### config.mk
export PLATFORM = sky130hd
export DESIGN_NAME = subckt_stim_driver_flat
export DESIGN_NICKNAME = d
export VERILOG_FILES = /design/src/rtl/subckt_stim_driver_pkg.sv /design/src/rtl/subckt_stim_driver_if.sv /design/src/rtl/subckt_stim_driver_lfsr_step.sv /design/src/rtl/subckt_stim_driver.sv /design/src/flat_wrapper.sv
export SDC_FILE = /design/constraint.sdc
export NUM_CORES = 1
export LEC_CHECK = 0
export CAP_MARGIN = 10
export CORE_MARGIN = 5
export CORE_UTILIZATION = 25
export CTS_BUF_LIST = sky130_fd_sc_hd__clkbuf_4
export DETAILED_ROUTE_END_ITERATION = 7
export PLACE_DENSITY = 0.49
export SLEW_MARGIN = 10
export SYNTH_ARGS = -nofsm -noshare
export SYNTH_HDL_FRONTEND = slang
export SYNTH_SLANG_ARGS = --single-unit
export TNS_END_PERCENT = 10
### constraint.sdc
create_clock -name I1470_clk -period 6.62 [get_ports I1470_clk]
set_input_delay 1.655 -clock I1470_clk [delete_from_list [all_inputs] [get_ports I1470_clk]]
set_output_delay 1.655 -clock I1470_clk [all_outputs]
set_load 0.005 [all_outputs]
### src/rtl/subckt_stim_driver_pkg.sv
// Shared constants and types for the subcircuit stimulus driver:
// the 16-bit LFSR/MISR polynomial, lock-up seed substitute and FSM states.
package subckt_tb_pkg;

    localparam int LFSR_W = 16;

    // Feedback taps at bit positions 15, 13, 12 and 10.
    localparam logic [LFSR_W-1:0] LFSR_TAPS     = 16'hB400;
    localparam logic [LFSR_W-1:0] LFSR_ZERO_SUB = 16'hACE1;

    typedef enum logic [1:0] {
        IDLE  = 2'd0,
        RUN   = 2'd1,
        DRAIN = 2'd2,
        DONE  = 2'd3
    } state_e;

    function automatic logic [LFSR_W-1:0] seed_fix(input logic [LFSR_W-1:0] seed);
        return (seed == '0) ? LFSR_ZERO_SUB : seed;
    endfunction

endpackage

### src/rtl/subckt_stim_driver_if.sv
// Run-control, stimulus and response signals between the stimulus driver
// (master) and the environment that launches runs and hosts the subcircuit (slave).
interface subckt_stim_driver_if
    import subckt_tb_pkg::*;
#(
    parameter int VEC_W = 5,
    parameter int CNT_W = 16
);
    logic              start;
    logic              abort;
    logic [LFSR_W-1:0] seed;
    logic [CNT_W-1:0]  num_vectors;
    logic [VEC_W-1:0]  vec_out;
    logic              vec_valid;
    logic              resp_in;
    logic [LFSR_W-1:0] signature;
    logic [CNT_W-1:0]  vec_count;
    logic              busy;
    logic              done;

    modport master (
        input  start, abort, seed, num_vectors, resp_in,
        output vec_out, vec_valid, signature, vec_count, busy, done
    );

    modport slave (
        output start, abort, seed, num_vectors, resp_in,
        input  vec_out, vec_valid, signature, vec_count, busy, done
    );

endinterface

### src/rtl/subckt_stim_driver_lfsr_step.sv
// One step of the fixed 16-bit Fibonacci shift register, with an extra input
// bit folded into the feedback (0 for stimulus generation, resp_in for the MISR).
module lfsr_step
    import subckt_tb_pkg::*;
(
    input  logic [LFSR_W-1:0] i_state,
    input  logic              i_bit,
    output logic [LFSR_W-1:0] o_next
);
    logic w_fb;

    assign w_fb   = (^(i_state & LFSR_TAPS)) ^ i_bit;
    assign o_next = {i_state[LFSR_W-2:0], w_fb};

endmodule

### src/rtl/subckt_stim_driver.sv
// Applies num_vectors pseudo-random vectors to a subcircuit and compacts its
// delayed 1-bit response into a MISR signature.
module subckt_stim_driver
    import subckt_tb_pkg::*;
#(
    parameter int VEC_W   = 5,
    parameter int CNT_W   = 16,
    parameter int DUT_LAT = 2
)
(
    input  logic                 I1470_clk,
    input  logic                 I1477_rst,
    subckt_stim_driver_if.master bus
);
    localparam int                DRAIN_W    = (DUT_LAT > 1) ? $clog2(DUT_LAT) : 1;
    localparam logic [DRAIN_W-1:0] DRAIN_LAST = DRAIN_W'((DUT_LAT > 0) ? DUT_LAT - 1 : 0);
    localparam logic [CNT_W-1:0]  CNT_MAX    = '1;

    state_e             r_state;
    logic [LFSR_W-1:0]  r_lfsr;
    logic [LFSR_W-1:0]  r_misr;
    logic [CNT_W-1:0]   r_vec_count;
    logic [CNT_W-1:0]   r_num;
    logic [VEC_W-1:0]   r_vec_out;
    logic               r_vec_valid;
    logic [DRAIN_W-1:0] r_drain_cnt;

    logic [LFSR_W-1:0]  w_seed;
    logic [LFSR_W-1:0]  w_step_in;
    logic [LFSR_W-1:0]  w_lfsr_next;
    logic [LFSR_W-1:0]  w_misr_next;
    logic               w_vv_dly;
    logic               w_comp_en;
    logic               w_kill;

    assign w_seed    = seed_fix(bus.seed);
    // Outside RUN the stepper pre-computes the state after the first vector.
    assign w_step_in = (r_state == RUN) ? r_lfsr : w_seed;
    assign w_kill    = bus.abort && (r_state != IDLE);
    assign w_comp_en = w_vv_dly && ((r_state == RUN) || (r_state == DRAIN));

    lfsr_step u_stim_step (
        .i_state (w_step_in),
        .i_bit   (1'b0),
        .o_next  (w_lfsr_next)
    );

    lfsr_step u_misr_step (
        .i_state (r_misr),
        .i_bit   (bus.resp_in),
        .o_next  (w_misr_next)
    );

    // vec_valid delayed by the subcircuit latency marks cycles whose resp_in is live.
    if (DUT_LAT == 0) begin : g_no_dly
        assign w_vv_dly = r_vec_valid;
    end else begin : g_dly
        logic [DUT_LAT-1:0] r_vv_dly;

        // NOTE: this shift line is control state, not a data buffer, so it is
        // reset and flushed on abort to keep stale valids out of the next run.
        always_ff @(posedge I1470_clk) begin
            if (I1477_rst || w_kill) begin
                r_vv_dly <= '0;
            end else begin
                r_vv_dly <= (r_vv_dly << 1) | DUT_LAT'(r_vec_valid);
            end
        end

        assign w_vv_dly = r_vv_dly[DUT_LAT-1];
    end

    // NOTE: all state here uses non-blocking assignment so every register
    // sees pre-edge values regardless of statement order.
    always_ff @(posedge I1470_clk) begin
        if (I1477_rst) begin
            r_state     <= IDLE;
            r_lfsr      <= '0;
            r_misr      <= '0;
            r_vec_count <= '0;
            r_num       <= '0;
            r_vec_out   <= '0;
            r_vec_valid <= 1'b0;
            r_drain_cnt <= '0;
        end else begin
            if (w_comp_en) begin
                r_misr <= w_misr_next;
            end

            if (w_kill) begin
                r_state     <= IDLE;
                r_vec_valid <= 1'b0;
            end else begin
                case (r_state)
                    IDLE, DONE: begin
                        if (bus.start) begin
                            r_misr <= '0;
                            r_num  <= bus.num_vectors;
                            if (bus.num_vectors == '0) begin
                                r_state     <= DONE;
                                r_vec_count <= '0;
                            end else begin
                                r_state     <= RUN;
                                r_vec_valid <= 1'b1;
                                r_vec_out   <= w_seed[VEC_W-1:0];
                                r_lfsr      <= w_lfsr_next;
                                r_vec_count <= CNT_W'(1);
                            end
                        end
                    end
                    RUN: begin
                        if (r_vec_count == r_num) begin
                            r_vec_valid <= 1'b0;
                            if (DUT_LAT == 0) begin
                                r_state <= DONE;
                            end else begin
                                r_state     <= DRAIN;
                                r_drain_cnt <= DRAIN_LAST;
                            end
                        end else begin
                            r_vec_out <= r_lfsr[VEC_W-1:0];
                            r_lfsr    <= w_lfsr_next;
                            if (r_vec_count != CNT_MAX) begin
                                r_vec_count <= r_vec_count + CNT_W'(1);
                            end
                        end
                    end
                    DRAIN: begin
                        if (r_drain_cnt == '0) begin
                            r_state <= DONE;
                        end else begin
                            r_drain_cnt <= r_drain_cnt - DRAIN_W'(1);
                        end
                    end
                    default: r_state <= IDLE;
                endcase
            end
        end
    end

    assign bus.vec_out   = r_vec_out;
    assign bus.vec_valid = r_vec_valid;
    assign bus.signature = r_misr;
    assign bus.vec_count = r_vec_count;
    assign bus.busy      = (r_state == RUN) || (r_state == DRAIN);
    assign bus.done      = (r_state == DONE);

endmodule

### src/flat_wrapper.sv
// flat-port wrapper written by rule: the top's interface ports become plain ports
module subckt_stim_driver_flat import subckt_tb_pkg::*;
#(
    parameter int VEC_W   = 5,
    parameter int CNT_W   = 16,
    parameter int DUT_LAT = 2
)
  (I1470_clk, I1477_rst, bus_start, bus_abort, bus_seed, bus_num_vectors, bus_resp_in, bus_vec_out, bus_vec_valid, bus_signature, bus_vec_count, bus_busy, bus_done);
  subckt_stim_driver_if #(.VEC_W(VEC_W), .CNT_W(CNT_W)) bus_i ();
  input  logic I1470_clk;
  input  logic I1477_rst;
  input wire logic [$bits(bus_i.start)-1:0] bus_start;
  input wire logic [$bits(bus_i.abort)-1:0] bus_abort;
  input wire logic [$bits(bus_i.seed)-1:0] bus_seed;
  input wire logic [$bits(bus_i.num_vectors)-1:0] bus_num_vectors;
  input wire logic [$bits(bus_i.resp_in)-1:0] bus_resp_in;
  output wire logic [$bits(bus_i.vec_out)-1:0] bus_vec_out;
  output wire logic [$bits(bus_i.vec_valid)-1:0] bus_vec_valid;
  output wire logic [$bits(bus_i.signature)-1:0] bus_signature;
  output wire logic [$bits(bus_i.vec_count)-1:0] bus_vec_count;
  output wire logic [$bits(bus_i.busy)-1:0] bus_busy;
  output wire logic [$bits(bus_i.done)-1:0] bus_done;
  assign bus_i.start = bus_start;
  assign bus_i.abort = bus_abort;
  assign bus_i.seed = bus_seed;
  assign bus_i.num_vectors = bus_num_vectors;
  assign bus_i.resp_in = bus_resp_in;
  assign bus_vec_out = bus_i.vec_out;
  assign bus_vec_valid = bus_i.vec_valid;
  assign bus_signature = bus_i.signature;
  assign bus_vec_count = bus_i.vec_count;
  assign bus_busy = bus_i.busy;
  assign bus_done = bus_i.done;
  subckt_stim_driver #(.VEC_W(VEC_W), .CNT_W(CNT_W), .DUT_LAT(DUT_LAT)) u_core (.I1470_clk(I1470_clk), .I1477_rst(I1477_rst), .bus(bus_i));
endmodule
# After elaboration in Yosys (flattened, before gate mapping)
# Index checks and enable logic that the tools add are counted.
[op_classes]
n_addsub = 2
n_eq_ne = 11
muxes = 31
n_bitwise = 3
n_reduce_logical = 20
[ops]
columns = ["cell", "count"]
rows = [
  ["16-bit two-way mux", 12],
  ["16-bit case mux with 2 select lines", 2],
  ["16-bit zero test", 2],
  ["16-bit parity", 2],
  ["16-bit by 1-bit adder with 16-bit output, second input constant", 1],
  ["16-bit == test", 1],
  ["16-bit inequality test, second input constant", 1],
  ["5-bit two-way mux", 3],
  ["2-bit inequality test, second input constant", 6],
  ["5-bit case mux with 2 select lines", 1],
  ["5-bit AND reduction", 2],
  ["3-bit AND reduction", 3],
  ["2-bit two-way mux", 4],
  ["1-bit two-way mux", 6],
  ["2-bit case mux with 3 select lines", 1],
  ["2-bit nonzero test", 3],
  ["2-bit == test, second input constant", 2],
  ["1-bit case mux with 2 select lines", 2],
  ["4-bit AND reduction", 1],
  ["2-bit OR reduction", 2],
  ["2-bit by 1-bit == test with 1-bit output, second input constant", 1],
  ["1-bit logical AND", 2],
  ["2-bit zero test", 1],
  ["1-bit logical OR", 2],
  ["4 further kinds", 4],
]
[word_totals]
regBits = 75
input_bits = 37
word_cells = 76

# Depth between registers and ports, before layout
# Gate-level depths: netlist of the first run.
[logic_depth]
ltp_word = 7
mapped_depth = 11
depth_no_buf = 8

# Cells and area by module
# Synthesis of the first run repeated with hierarchy kept, for this count alone.
[unflattened]
hier_cells = 478
hier_area_um2 = 4023.9
[modules_own_cells]
columns = ["mod", "instances", "cells_each", "area_each_um2"]
rows = [
  ["subckt_stim_driver", 1, 440, 3703.6],
  ["lfsr_step", 2, 19, 160.2],
]

# Worst setup path after synthesis of the first run
# No wires, ideal clock.
[synth_timing]
path_kind = "input -> register"
startpoint = "input port bus_start"
endpoint = "register u_core.r_vec_count[11], in the netlist u_core.bus.vec_count[11]"
setup_ps = 72
arrival_ps = 2874
slack_ps = 3674
path_stages = 7
cell_sequence = "nor2b_1 o21ai_1 nor2_2 o21ai_2 buf_6 nor4_1 mux2i_1"
[synth_via]
elab_chain_cells = 2
[synth_rtl]
columns = ["item", "line_no", "rtl"]
rows = [
  ["start, declared", "flat_wrapper.sv:12", "input wire logic [$bits(bus_i.start)-1:0] bus_start;"],
  ["2-bit inequality test (no source line)", "-", ""],
  ["5-bit AND reduction (no source line)", "-", ""],
  ["end signal, assigned", "subckt_stim_driver.sv:124", "r_vec_count <= r_vec_count + CNT_W'(1);"],
  ["end, declared", "subckt_stim_driver.sv:22", "logic [CNT_W-1:0] r_vec_count;"],
]
# No other way between the ends.
# A chain may end at the register's enable or synchronous reset.

# Worst setup path in the final report of the first run
[layout_timing]
startpoint = "register u_core.r_state[0]"
endpoint = "output port bus_busy"
[layout_via]
elab_chain_cells = 2
[layout_rtl]
columns = ["item", "line_no", "rtl"]
rows = [
  ["start, declared", "subckt_stim_driver.sv:19", "state_e r_state;"],
  ["start signal, assigned", "subckt_stim_driver.sv:77", "r_state <= IDLE;"],
  ["start signal, assigned", "subckt_stim_driver.sv:91", "r_state <= IDLE;"],
  ["start signal, assigned", "subckt_stim_driver.sv:100", "r_state <= DONE;"],
  ["2-bit by 1-bit == test with 1-bit output / 2-bit == test (equally long branches)", "subckt_stim_driver.sv:145", "assign bus.busy = (r_state == RUN) || (r_state == DRAIN);"],
  ["1-bit logical OR (*)", "subckt_stim_driver.sv:145", ""],
  ["end, declared", "flat_wrapper.sv:21", "output wire logic [$bits(bus_i.busy)-1:0] bus_busy;"],
]
# Mark *: on every way between the ends. The rest lies on a longest branch, timed or not.

==> results of run 1 <==
==> worst max-delay path, delay by kind of cell, from the launching register on <==
| family | cells | cell delay (ns) |
|---|---|---|
| DFF | 1 | 0.43 |
| buffers and inverters | 2 | 0.67 |
| adders and majority gates | 1 | 0.49 |
==> metal layers <==
metal / vias up / GRT usage / part of all wire
li1: 1585 / - / -
met2: 68 / 0.1955 / 0.48
met1: 1467 / 0.1598 / 0.46
met5: - / 0 / 0
met3: 4 / 0.02755 / 0.046
met4: 0 / 0.04353 / 0.0083
==> stage by stage <==
stage            util  hold WS (ns)  cells
2_1_floorplan       -        0.4316    417
3_3_place_gp   0.3192        0.4399    643
3_5_place_dp   0.3192        0.4499    643
4_1_cts        0.3315        0.4679    659
5_1_grt        0.3316        0.4837    660
6_report       0.3316        0.4643    660
==> power groups by stage <==
| stage | Combinational (W) | Clock, W | Sequential, W |
|---|---|---|---|
| after CTS | 0.000602 | 0.000329 | 0.000563 |
| final | 0.000596 | 0.000315 | 0.000562 |
| after floorplan | 0.000480 | 0 | 0.000553 |
| after detailed placement | 0.000600 | 0 | 0.000573 |
| after global placement | 0.000593 | 0 | 0.000571 |
| after global routing | 0.000673 | 0.000347 | 0.000574 |
==> synthesized netlist by cell type (5+ instances only) <==
master,count
a211oi_1,9
a21oi_1,48
buf_4,6
clkbuf_1,13
dfxtp_1,70
ha_1,6
inv_1,9
mux2i_1,10
nand2_1,91
nand2b_1,5
nand3_1,8
nand4_1,8
nor2_1,23
nor4_1,16
o21ai_0,6
o21ai_1,7
o221ai_1,7
xnor2_1,7
xor2_1,19
==> sequential cells by signal (all words and copies together) (netlist names) <==
name                   count
u_core.bus.vec_out         4
u_core.r_state             2
u_core.r_num              16
u_core.bus.signature      16
u_core.r_lfsr             12
u_core.g_dly.r_vv_dly      2
u_core.bus.vec_count      16
u_core.r_drain_cnt         1
u_core.bus.vec_valid       1
==> cells by family (layout without fill, tap and decap cells) <==
| group | after synthesis | in the layout | share of synthesized area |
|---|---|---|---|
| and+or+nand+nor | 172 | 172 | 0.2373 |
| AOI/OAI and AO/OA | 95 | 95 | 0.1742 |
| DFF | 70 | 70 | 0.4089 |
| buffers and inverters | 37 | 103 | 0.05732 |
| xor gates and xnor gates | 27 | 27 | 0.07120 |
| muxes | 10 | 10 | 0.02921 |
| adders and majority gates | 6 | 6 | 0.02191 |
| other | 0 | 1 | 0 |
==> how the worst max path moves through the flow <==
| stage | endpoint | slack [ns] | cells after the start |
|---|---|---|---|
| after floorplan | u_core.bus.vec_count[11] | 3.67 | 7 |
| final | bus_busy | 2.98 | 3 |
| after CTS | bus_busy | 2.94 | 3 |
| after global placement | u_core.bus.vec_count[9] | 2.68 | 6 |
| after detailed placement | u_core.bus.vec_count[10] | 2.60 | 6 |
| after global routing | u_core.bus.vec_count[9] | 2.78 | 6 |
==> area by class of cell <==
cell class | count | area (sq um) | share of cell area
Multi-Input combinational cell | 310 | 1829 | 0.4132
Sequential cell | 70 | 1401 | 0.3166
Timing Repair Buffer | 78 | 775.7 | 0.1752
Tap cell | 176 | 220.2 | 0.04975
Clock inverter | 7 | 96.34 | 0.02176
Clock buffer | 9 | 67.56 | 0.01526
Inverter | 9 | 33.78 | 0.007631
Antenna cell | 1 | 2.502 | 0.0005653
==> results.md, run 1 <==
- Setup Skew: ~0.0088 ns
- Ys Warns: 0
- Worst setup SP type: register
- Grt ovf: 0
- Hold crit path type: reg -> reg
- Largest net degree at the start of global routing: 26
- Setup_tns: 0 ns
- Clk pwr share: 0.214
- Clk Tree Root Cell: clkbuf_4
- Setup WS pre-CTS: 2.604 ns
- Dpl hpwl: 7172 um
- Max Slew Vio Count: 0
- Tmin final: 3.641 ns
- Switching Power: 0.0005837 W
- Post-synthesis cell type count: 50
- Postcts setup bufs: 0
- Reg2Reg Setup Slack: 3.84 ns
- # rows: 42
- Worst setup margin: 2.979 ns
- Most frequent cells in the layout: nand2_1, clkdlybuf4s50_1, dfxtp_1, a21oi_1, nor2_1
- Top FF cell, synth: dfxtp_1
- Max Fclk: approximately 270 MHz
- Starting Density: 0.2567
- DIE WIDTH: around 130 um
- Hold Path Depth: 2
- WL/cell: 14.56 um
- Critical Path RT: 4.97 ns
- Slew @ Worst Pin: 0.8228 ns
- # hold bufs at CTS: 0
- Yosys top cell by area: dfxtp_1
- Worst endpoint data arrival time: 1.99 ns
- Status: finished, final reports clean
- Clk slew on worst S/H paths: 0.12 ns
- Slowest CP cell: clkdlybuf4s50_1
- Drt first pass iters: 4
- Commonest non-fill, non-tap cell in the layout: nand2_1
- WL final: 9612 um
- Worst-Skew Late Latency: 0.41 ns
- Number of global-route vias before repair: 3006
- Kind of critical path: reg -> out
- Internal: 0.0008884 W
- # setup viols final: 0
- Maximum VDD drop: roughly 0.00015 V
- Number of vias per cell: roughly 4.7
- Final Hold Vio Count: 0
- Post-CTS Resized: 0
- Synthesized Nets: 460
- Chip Height: approximately 130 um
- Post-synth EDFFs: 0
- Area grow syn2layout: 29.17%
- I/O Pins: 77
- CTS buffer count: 9
- Clk buf depth: 2
- Seq/Total Area, Yosys: 0.4089
- Tcrit/Tclk final: 0.5500
- Syn Std Cell Area: 0.003427 sq mm
- Placed inst area: 0.004260 sq mm
- H-Tree Depth: 3
- Share of cells above drive strength 1: 0.05383
- Min-delay src: u_core.r_lfsr[7]
- Core footprint: 0.01335 sq mm
- Async S/R FF share, synth: 0
- Top post-synthesis cells by area: dfxtp_1, nand2_1, a21oi_1
- Yosys reg bits: 70
- Layout Nets: 521
- Layout filler cell count: 1415
- Largest stage delay, worst path: 0.58 ns
- PortBufs: 76
- Max-Cap Viols: 0
- Total Routing Usage GR: 0.1215
- Number of routed nets with antenna violations: 0
- Reg power frac: 0.382
- Crit path max fanout: 9
- Critical path origin: u_core.r_state[0]
- Cells along the critical path: inv_1 > ha_1 > clkdlybuf4s50_1
- First-pass GRT wire length: 15800 um
- RSZ-0062 raised after global routing: false
- Hold EP: u_core.r_lfsr[7]
- Worst reg-to-reg path cell count: 8
- Synth Area per Inst: 8.218 sq um
- RR Endpoint: u_core.bus.vec_out[0]
- Slew HR: 0.4515
- # DRC: 0
- Share of the synthesized area in the top cell type: 0.4089
- Sw frac: 0.3965
- Clock Sinks: 70
- TritonCTS clock tree: done
- GPL Wtd Cong: 0.7956
- Leak: 1.556 nW
- Detailed router's first-iteration violation count: 166
- Post-Synthesis Cells: 417
- Cell area after layout: 0.004427 sq mm
- Vias: about 3.1k
- Worst reg2reg path startpoint: u_core.r_state[0]
- Comb power frac: 0.405
- PwrDens: around 330 mW/mm^2
- Pwr Total: around 0.0015 W
- Die area: 0.01615 sq mm
- Initial antenna violation count: 1
- Crit. End Element: output port
Note: power is estimated with default switching activity, not from simulation.
==> run 2, diff against run 1 <==
--- a/config.mk
+++ b/config.mk
@@ -10,7 +10,7 @@
 export CORE_UTILIZATION = 25
 export CTS_BUF_LIST = sky130_fd_sc_hd__clkbuf_4
 export DETAILED_ROUTE_END_ITERATION = 7
-export PLACE_DENSITY = 0.49
+export PLACE_DENSITY = 0.51
 export SLEW_MARGIN = 10
 export SYNTH_ARGS = -nofsm -noshare
 export SYNTH_HDL_FRONTEND = slang
==> constraint.sdc (replaced) <==
create_clock -name I1470_clk -period 3.25 [get_ports I1470_clk]
set_input_delay 0.8125 -clock I1470_clk [delete_from_list [all_inputs] [get_ports I1470_clk]]
set_output_delay 0.8125 -clock I1470_clk [all_outputs]
set_load 0.005 [all_outputs]
==> results.md, run 2 (synthesis gave the netlist of run 1 again) <==
- Max Slew Vio Count: 0 (unchanged)
- Core footprint: 0.01335 sq mm (unchanged)
- Worst path top cell family by delay: buffers and inverters
- Final Hold Vio Count: 0 (unchanged)
- GPL Wtd Cong: 0.8008 (+0.65%)
- Max Fclk: 358.6 MHz
- Clk buf depth: 2 (unchanged)
- CTS buffer count: 9 (unchanged)
- First-pass GRT wire length: 15340 um (-2.9%)
- Worst-Skew Late Latency: 0.43 ns (+0.02 ns)
- Post-CTS Resized: 0 (unchanged)
- Clk Tree Root Cell: clkbuf_4
- Vias: 3119 (-0.16%)
- # setup viols final: 0 (unchanged)
- Most frequent cells in the layout: nand2_1, clkdlybuf4s50_1, dfxtp_1, a21oi_1, nor2_1
- Crit path max fanout: 9 (unchanged)
- Tmin final: 2.789 ns
- Drt first pass iters: 4 (unchanged)
- Hold crit path type: reg -> reg
- Pwr Total: 0.003285 W (+120%)
- Postcts setup bufs: 0 (unchanged)
- Commonest non-fill, non-tap cell in the layout: nand2_1
- Slowest CP cell: clkdlybuf4s50_1
- DIE WIDTH: 127.1 um (unchanged)
- WL final: 9473 um (-1.4%)
- Grt ovf: 0 (unchanged)
- TritonCTS clock tree: done
- WL/cell: 14.22 um (-2.3%)
- Tcrit/Tclk final: 0.8581
- # DRC: 0 (unchanged)
- Number of vias per cell: 4.683 (-1.1%)
- # hold bufs at CTS: 0 (unchanged)
- Slew HR: 0.5260 (+0.07449)
- PwrDens: 723.2 mW/mm^2 (+120%)
- Status: finished, final reports clean
- Initial antenna violation count: 1 (unchanged)
- # rows: 42 (unchanged)
- Detailed router's first-iteration violation count: 125 (-25%)
- Cells along the critical path: inv_1 > ha_1 > clkdlybuf4s50_1
- H-Tree Depth: 3 (unchanged)
- Area grow syn2layout: 32.57%
- Critical Path RT: 2.44 ns (-2.53 ns)
- Total Routing Usage GR: 0.1176 (-0.003863)
- PortBufs: 76 (unchanged)
- Share of cells above drive strength 1: 0.06544 (+0.01161)
- Crit path buffers/inverters: 2 (unchanged)
- Layout Nets: 527 (+1.2%)
- I/O Pins: 77 (unchanged)
- Layout filler cell count: 1416 (+0.071%)
- Worst endpoint data arrival time: 1.98 ns (about the same)
- Kind of critical path: reg -> out
- Largest stage delay, worst path: 0.57 ns (about the same)
- Setup_tns: 0 ns (unchanged)
- Crit. End Element: output port
- Dpl hpwl: 7118 um (-0.76%)
- Worst setup SP type: register
- Max-Cap Viols: 0 (unchanged)
- Clk slew on worst S/H paths: 0.11 ns (about the same)
- RSZ-0062 raised after global routing: false
- Starting Density: 0.2567 (unchanged)
- Post-route insts no fill: 666 (+0.91%)
- Largest net degree at the start of global routing: 34 (+31%)
- Setup Skew: 0.01403 ns (+0.005277 ns)
- Maximum VDD drop: 0.0002713 V (+87%)
- Slew @ Worst Pin: 0.7103 ns (-0.1125 ns)
- Die area: 0.01615 sq mm (unchanged)
- Hold WS: 0.4639 ns (-0.0004160 ns)
- Seq. cell area: 0.001401 sq mm (unchanged)
- Number of global-route vias before repair: 3011 (+0.17%)
- Leak: 1.615 nW (+3.7%)
- Footprint of the multi-input gates: 0.001829 sq mm (unchanged)
- Chip Height: 127.1 um (unchanged)
- Number of routed nets with antenna violations: 0 (unchanged)
- DP Cell Count: 649 (+0.93%)
- Clock Sinks: 70 (unchanged)
-- run 2: cell count changes in the layout (fill, tap and decap cells not counted), sizes merged --
cell / previous run / this run
buf: 2 / 8
bufinv: 2 / 5
clkinv: 3 / 0
-- run 2: worst paths after layout --
path	startpoint	to	slack (ns)	cells after the start
setup reg to reg	u_core.r_state[0]	u_core.bus.vec_count[11]	0.72	8
hold reg to reg	u_core.r_lfsr[14]	u_core.r_lfsr[14]	0.46	2
setup / recovery	u_core.r_state[0]	bus_busy	0.46	3
hold / removal	u_core.r_lfsr[14]	u_core.r_lfsr[14]	0.46	2
-- run 2: area by class of cell --
cell class | count | area share
clock inverter | 7 | 0.03690
multi-input combinational | 310 | 0.4026
clock buffer | 9 | 0.01487
antenna | 1 | 0.0005508
sequential | 70 | 0.3085
inverter | 9 | 0.007436
tap | 176 | 0.04847
timing repair buffer | 84 | 0.1807
-- run 2: worst register-to-register path: cells and delay by family, from the launching register on --
kind                       cells  cell delay, ns
AOI/OAI and AO/OA              2            0.42
adders and majority gates      1            0.43
buffers and inverters          1            0.09
DFF                            1            0.44
muxes                          1            0.21
and+or+nand+nor                3            0.91
-- run 2: layer usage --
layer,share of wire,wire [um],GRT usage,vias up
met4,0.013,126,0.04416,0
met5,0,0,0,-
li1,-,-,-,1600
met1,0.46,4366,0.1511,1438
met3,0.047,449,0.02755,9
met2,0.48,4531,0.1921,72
-- run 2: where the power goes --
group          internal [W]  leakage, nW  switching, W
Sequential          0.00102        0.570      0.000126
Clock              0.000549        0.121      0.000340
Combinational      0.000515        0.924      0.000739
Total               0.00208         1.61       0.00121
-- run 2: stage by stage --
step                      area, sq um  utilization  setup slack, ns
after CTS                        4541       0.3402           0.4181
after global placement           4305       0.3226           0.3355
final                            4543       0.3404           0.4611
after floorplan                  3427            -            1.105
after global routing             4543       0.3404           0.3370
after detailed placement         4305       0.3226           0.3070
